## src/rtl/mult_arbiter.sv

```systemverilog
// Two-requester round-robin front end for a shared shift-add multiplier.
// Grants one operation at a time, waits for the multiplier, returns the product.
`timescale 1ns/1ps
module mult_arbiter #(
  parameter int unsigned WIDTH   = 8,
  parameter int unsigned TIMEOUT = 40
) (
  input  logic                 clock,
  input  logic                 reset,
  input  logic                 req0_valid,
  input  logic [WIDTH-1:0]     req0_mplier,
  input  logic [WIDTH-1:0]     req0_mcand,
  output logic                 req0_ready,
  input  logic                 req1_valid,
  input  logic [WIDTH-1:0]     req1_mplier,
  input  logic [WIDTH-1:0]     req1_mcand,
  output logic                 req1_ready,
  output logic                 resp0_valid,
  output logic [2*WIDTH-1:0]   resp0_product,
  output logic                 resp0_error,
  output logic                 resp1_valid,
  output logic [2*WIDTH-1:0]   resp1_product,
  output logic                 resp1_error,
  output logic                 mult_load,
  output logic [WIDTH-1:0]     mult_mplier,
  output logic [WIDTH-1:0]     mult_mcand,
  input  logic [2*WIDTH-1:0]   mult_product,
  input  logic                 mult_done,
  output logic                 busy,
  output logic                 owner
);

  localparam int unsigned PW = 2 * WIDTH;
  localparam int unsigned CW = $clog2(TIMEOUT + 1);

  localparam logic [1:0] S_IDLE = 2'd0;
  localparam logic [1:0] S_LOAD = 2'd1;
  localparam logic [1:0] S_WAIT = 2'd2;
  localparam logic [1:0] S_RESP = 2'd3;

  logic [1:0]       state;
  logic [1:0]       state_next;
  logic             owner_next;
  logic [WIDTH-1:0] mplier_next;
  logic [WIDTH-1:0] mcand_next;
  logic [PW-1:0]    result;
  logic [PW-1:0]    result_next;
  logic             error;
  logic             error_next;
  logic [CW-1:0]    count;
  logic [CW-1:0]    count_next;
  logic             grant0_c;
  logic             grant1_c;

  // Next-state, arbitration and datapath capture.
  always_comb begin
    state_next  = state;
    owner_next  = owner;
    mplier_next = mult_mplier;
    mcand_next  = mult_mcand;
    result_next = result;
    error_next  = error;
    count_next  = count;
    grant0_c    = 1'b0;
    grant1_c    = 1'b0;

    case (state)
      S_IDLE: begin
        // owner holds the last grant; on a tie the other requester wins.
        if (req0_valid && (!req1_valid || owner)) begin
          grant0_c = 1'b1;
        end else if (req1_valid) begin
          grant1_c = 1'b1;
        end
        if (grant0_c) begin
          owner_next  = 1'b0;
          mplier_next = req0_mplier;
          mcand_next  = req0_mcand;
          state_next  = S_LOAD;
        end else if (grant1_c) begin
          owner_next  = 1'b1;
          mplier_next = req1_mplier;
          mcand_next  = req1_mcand;
          state_next  = S_LOAD;
        end
      end
      S_LOAD: begin
        count_next = CW'(0);
        state_next = S_WAIT;
      end
      S_WAIT: begin
        count_next = count + CW'(1);
        // done seen on the first WAIT cycle belongs to the previous operation
        if (mult_done && (count != CW'(0))) begin
          result_next = mult_product;
          error_next  = 1'b0;
          state_next  = S_RESP;
        end else if (count_next == CW'(TIMEOUT)) begin
          result_next = PW'(0);
          error_next  = 1'b1;
          state_next  = S_RESP;
        end
      end
      S_RESP: begin
        state_next = S_IDLE;
      end
      default: begin
        state_next = S_IDLE;
      end
    endcase
  end

  // Accept is same-cycle so operands are captured on the edge that ends the pulse.
  assign req0_ready    = grant0_c;
  assign req1_ready    = grant1_c;
  assign resp0_product = result;
  assign resp1_product = result;

  // State register and registered outputs decoded from the next state.
  always_ff @(posedge clock) begin
    if (reset) begin
      state       <= S_IDLE;
      owner       <= 1'b1;
      mult_mplier <= '0;
      mult_mcand  <= '0;
      result      <= '0;
      error       <= 1'b0;
      count       <= '0;
      mult_load   <= 1'b0;
      busy        <= 1'b0;
      resp0_valid <= 1'b0;
      resp1_valid <= 1'b0;
      resp0_error <= 1'b0;
      resp1_error <= 1'b0;
    end else begin
      state       <= state_next;
      owner       <= owner_next;
      mult_mplier <= mplier_next;
      mult_mcand  <= mcand_next;
      result      <= result_next;
      error       <= error_next;
      count       <= count_next;
      mult_load   <= (state_next == S_LOAD);
      busy        <= (state_next != S_IDLE);
      resp0_valid <= (state_next == S_RESP) && !owner_next;
      resp1_valid <= (state_next == S_RESP) && owner_next;
      resp0_error <= (state_next == S_RESP) && !owner_next && error_next;
      resp1_error <= (state_next == S_RESP) && owner_next && error_next;
    end
  end

endmodule

```

## config.mk

```make
export PLATFORM = sky130hd
export DESIGN_NAME = mult_arbiter
export DESIGN_NICKNAME = d
export VERILOG_FILES = /design/src/rtl/mult_arbiter.sv
export SDC_FILE = /design/constraint.sdc
export NUM_CORES = 1
export LEC_CHECK = 0
export BUFFER_PORTS_ARGS = -buffer_cell sky130_fd_sc_hd__buf_4
export CAP_MARGIN = 20
export CORE_ASPECT_RATIO = 2
export CORE_MARGIN = 3
export CORE_UTILIZATION = 48
export CTS_CLUSTER_SIZE = 20
export DETAILED_ROUTE_END_ITERATION = 10
export PLACE_DENSITY = 0.95
export SLEW_MARGIN = 20
export SYNTH_ARGS = -nofsm -noshare
export SYNTH_HDL_FRONTEND = slang
export SYNTH_SLANG_ARGS = --single-unit
```

## constraint.sdc

```tcl
create_clock -name clock -period 5.45 [get_ports clock]
set_clock_uncertainty 0.05 [all_clocks]
set_input_delay 0.545 -clock clock [delete_from_list [all_inputs] [get_ports clock]]
set_output_delay 0.545 -clock clock [all_outputs]
set_load 0.03 [all_outputs]
```

==> flow_results.org <==
** Critical path
- STA classifies the critical path endpoint as a flip-flop.
- Crit Path Category :: flip-flop to flip-flop
- In this run the worst path has a maximum fanout of 33.
- STA puts the critical path data required time at around 5.6 ns.
- Data arrival at the endpoint of the critical path :: 2.57 ns
- Startpoint type of the worst setup path :: flip-flop

** Routing
- The final route contains ~1.9k vias.
- Number of DRC violations after detailed-routing iteration 0 :: 25
- In the routed design, unresolved DRC markers number 0.
- Average wire per standard cell :: 14.2 µm
- Once detail routing completed, the nets flagged for antenna violations numbered 0.
- The routed design has 5.07 mm of wire.
- For this run, the detailed router's first-pass iteration total came to 4.
- Vias/cell :: 5.36

** Finish
- The library cell used most frequently in the layout, excluding fill and tap cells, is sky130_fd_sc_hd__buf_4.
- Cell area after layout :: roughly 2900 µm²
- Leaving out fill and tap cells, the most frequent cells in the layout are sky130_fd_sc_hd__buf_4, sky130_fd_sc_hd__dfxtp_1, sky130_fd_sc_hd__nor2_1.
- The net count of the finished layout is about 360.
- Share of layout cells above drive strength 1 :: 0.399
- The area growth from synthesis to layout is 38.4%.
- The repair_antennas step left the layout with diodes totalling 0.

** STA
- Slew of the pin with the lowest slew margin :: 1.01 ns
- Maximum clock rate :: 414 MHz
- Max_slew headroom :: 0.323
- Setup violations remaining at the end of the flow were counted as 0.
- Hold violation total from the final report :: 0
- Final critical-path required period :: 2.41 ns
- Final clock period utilization by the worst path :: 0.443
- Final TNS setup :: 0 ns
- The number of pins exceeding their max-slew limit in the final report is 0.
- Setup repair after global routing missed its margin :: false

** Place
- After legalization and detailed placement, the total HPWL measured 4.01 mm.
- Final Wtd Congestion :: 0.850
- Once placement finished, the instance area stood at about 2800 µm².
- Quantity of I/O buffers inserted on ports :: roughly 110

** Yosys
- The synthesized design contains 48 register bits.
- Among all flip-flop cells after synthesis, the most frequent one is sky130_fd_sc_hd__dfxtp_1.
- The Yosys step of the flow raised 0 warnings.
- The number of nets in the synthesized netlist is 276.
- After technology mapping, the gate count stands at 219.
- Of the synthesized area, sequential elements account for 0.459.
- Synth async-reset ratio :: 0
- EDFF count, synth :: 0
- The synthesized netlist occupies a cell area of 2100 µm².
- Cell variety after synth :: 32
- Synthesized area divided by synthesized cell count :: 9.57 µm²

** Power and ir drop
- In this run the static leakage power is 1.37 nW.
- In this run the power density over the cells is about 380 nW/µm².
- Worst IR drop on VDD :: ~0.31 mV

** Outcome
- The flow ran to the end, and the final reports show no timing, DRC or antenna violations.

** Clock network
- Sink count of the clock tree :: 48
- Buffers inserted during clock tree synthesis total 5.
- After clock tree synthesis, the repair step resized 0 gates.
- Number of buffers on the longest clock path :: 2
- Once the clock tree was built, the setup fixing pass inserted 0 buffers.
- Number of buffers inserted for hold repair after clock tree synthesis :: 0
- CTS built an H-tree with a depth of 2.
- Clock tree from TritonCTS :: yes
- CTS clk-pin slew, worst paths :: approximately 0.090 ns
- Clock tree synthesis selected as its root buffer the cell sky130_fd_sc_hd__clkbuf_8.
- For the worst-skew pair, the clock arrives at the later sink with an insertion delay of 0.30 ns.

** Die
- For this configuration, the core starts out at a cell density of 0.503.
- Die height :: 99.4 µm
- Top Ports :: 110
- The die covers approximately 5200 µm².
- The floorplan step set the die width to 52.7 µm.
- After floorplanning, the core was sized to cover 4170 µm².
- Row generation in the floorplan step produced 33 rows.

** Global routing
- Met1 track utilization from global routing :: 0.199
- Global-route wire length before repair :: approximately 8.4 mm
- The number of antenna violations at the first check in global routing came to 0.
- The via count of the first global-routing pass was 1,980.
- Entering global routing, the biggest net connects 34 pins.
- The total overflow left after global routing is 0.
- met2 is the most crowded layer.
- In the global route stage, met2 resource usage came out at 0.391.
- For this run, global-route usage on met3 was measured as 0.0555.
- Total Routing Usage GR :: 0.209

** Run
- The tool flagged a number of max-cap violations equal to 0.

** Worst hold path
- Class of the tightest hold or removal check :: input port to flip-flop
layer usage:
layer	vias to the layer above	wire length, µm
li1	934	-
met3	9	409
met2	82	2860
met5	-	0
met1	894	1690
met4	0	106
final timing paths:
| path | from | end | slack [ns] | cells past startpoint |
|---|---|---|---|---|
| setup / recovery | state[0] | resp0_error | 3.04 | 7 |
| hold / removal | mult_product[10] | resp0_product[10] | 0.41 | 2 |
| setup reg to reg | state[0] | resp0_error | 3.04 | 7 |
| hold reg to reg | mult_mcand[2] | mult_mcand[2] | 0.45 | 2 |
cell usage after synthesis, types with 2 or more instances:
cell	n	area share
sky130_fd_sc_hd__and3_1	2	0.0060
sky130_fd_sc_hd__clkbuf_1	4	0.0072
sky130_fd_sc_hd__nor3b_1	2	0.0072
sky130_fd_sc_hd__a211oi_1	16	0.057
sky130_fd_sc_hd__a21oi_1	7	0.017
sky130_fd_sc_hd__dfxtp_1	48	0.46
sky130_fd_sc_hd__buf_1	3	0.0054
sky130_fd_sc_hd__buf_4	18	0.064
sky130_fd_sc_hd__o21a_1	2	0.0072
sky130_fd_sc_hd__o21ai_0	4	0.0096
sky130_fd_sc_hd__inv_1	7	0.013
sky130_fd_sc_hd__nand2_1	8	0.014
sky130_fd_sc_hd__a31oi_1	3	0.0090
sky130_fd_sc_hd__mux2i_1	16	0.076
sky130_fd_sc_hd__nand2b_1	2	0.0060
sky130_fd_sc_hd__a22o_1	16	0.067
sky130_fd_sc_hd__nor3_1	6	0.014
sky130_fd_sc_hd__ha_1	4	0.024
sky130_fd_sc_hd__buf_2	3	0.0072
sky130_fd_sc_hd__nand3_1	5	0.012
sky130_fd_sc_hd__nor2_1	31	0.056
sky130_fd_sc_hd__nor4_1	2	0.0060
cells by family (layout without fill, tap and decap cells):
family,after synthesis,count (layout),synth area share
compound gates,53,53,0.199
buf+inv,36,123,0.102
mux,18,18,0.0890
flops,48,48,0.459
fa+ha+maj,4,4,0.0239
simple gates,60,60,0.127
critical path, stage by stage (launching register included):
cell and delay, ns:
sky130_fd_sc_hd__dfxtp_1 0.33, sky130_fd_sc_hd__inv_1 0.10, sky130_fd_sc_hd__ha_1 0.37, sky130_fd_sc_hd__o21a_1 0.86
sky130_fd_sc_hd__nor2_1 0.11, sky130_fd_sc_hd__nor3_1 0.17, sky130_fd_sc_hd__a31oi_1 0.11, sky130_fd_sc_hd__nor3_1 0.23
area by class of cell:
type / instances / area [µm²]
Clock buffer: 5 / 68.8
Sequential cell: 48 / 961
Multi-Input combinational cell: 135 / 925
Inverter: 7 / 26.3
Timing Repair Buffer: 110 / 826
Fill cell: 327 / 1270
Clock inverter: 1 / 30.0
Tap cell: 52 / 65.1
stage by stage:
step           power, W  utilization  setup WS [ns]  std cells  hold slack, ns
2_1_floorplan  0.000723            -           3.41        219           0.438
3_3_place_gp   0.000854        0.672           3.26        352           0.432
3_5_place_dp   0.000871        0.672           3.08        352           0.436
4_1_cts         0.00111        0.696           3.06        358           0.408
5_1_grt         0.00117        0.696           2.81        358           0.413
6_report        0.00110        0.696           3.04        358           0.413
state kept, by name (all words and copies together) (netlist names):
name and cells:
error 1, resp0_product 16, state 2, mult_mplier 8, busy 1, mult_mcand 8, count 6, mult_load 1
resp1_error 1, owner 1, resp0_error 1, resp0_valid 1, resp1_valid 1
where the power goes:
| part | switching, W | internal [W] |
|---|---|---|
| Sequential | 0.0000291 | 0.000403 |
| Clock | 0.000107 | 0.000132 |
| Combinational | 0.000266 | 0.000165 |
(Power assumes the default switching activity.)
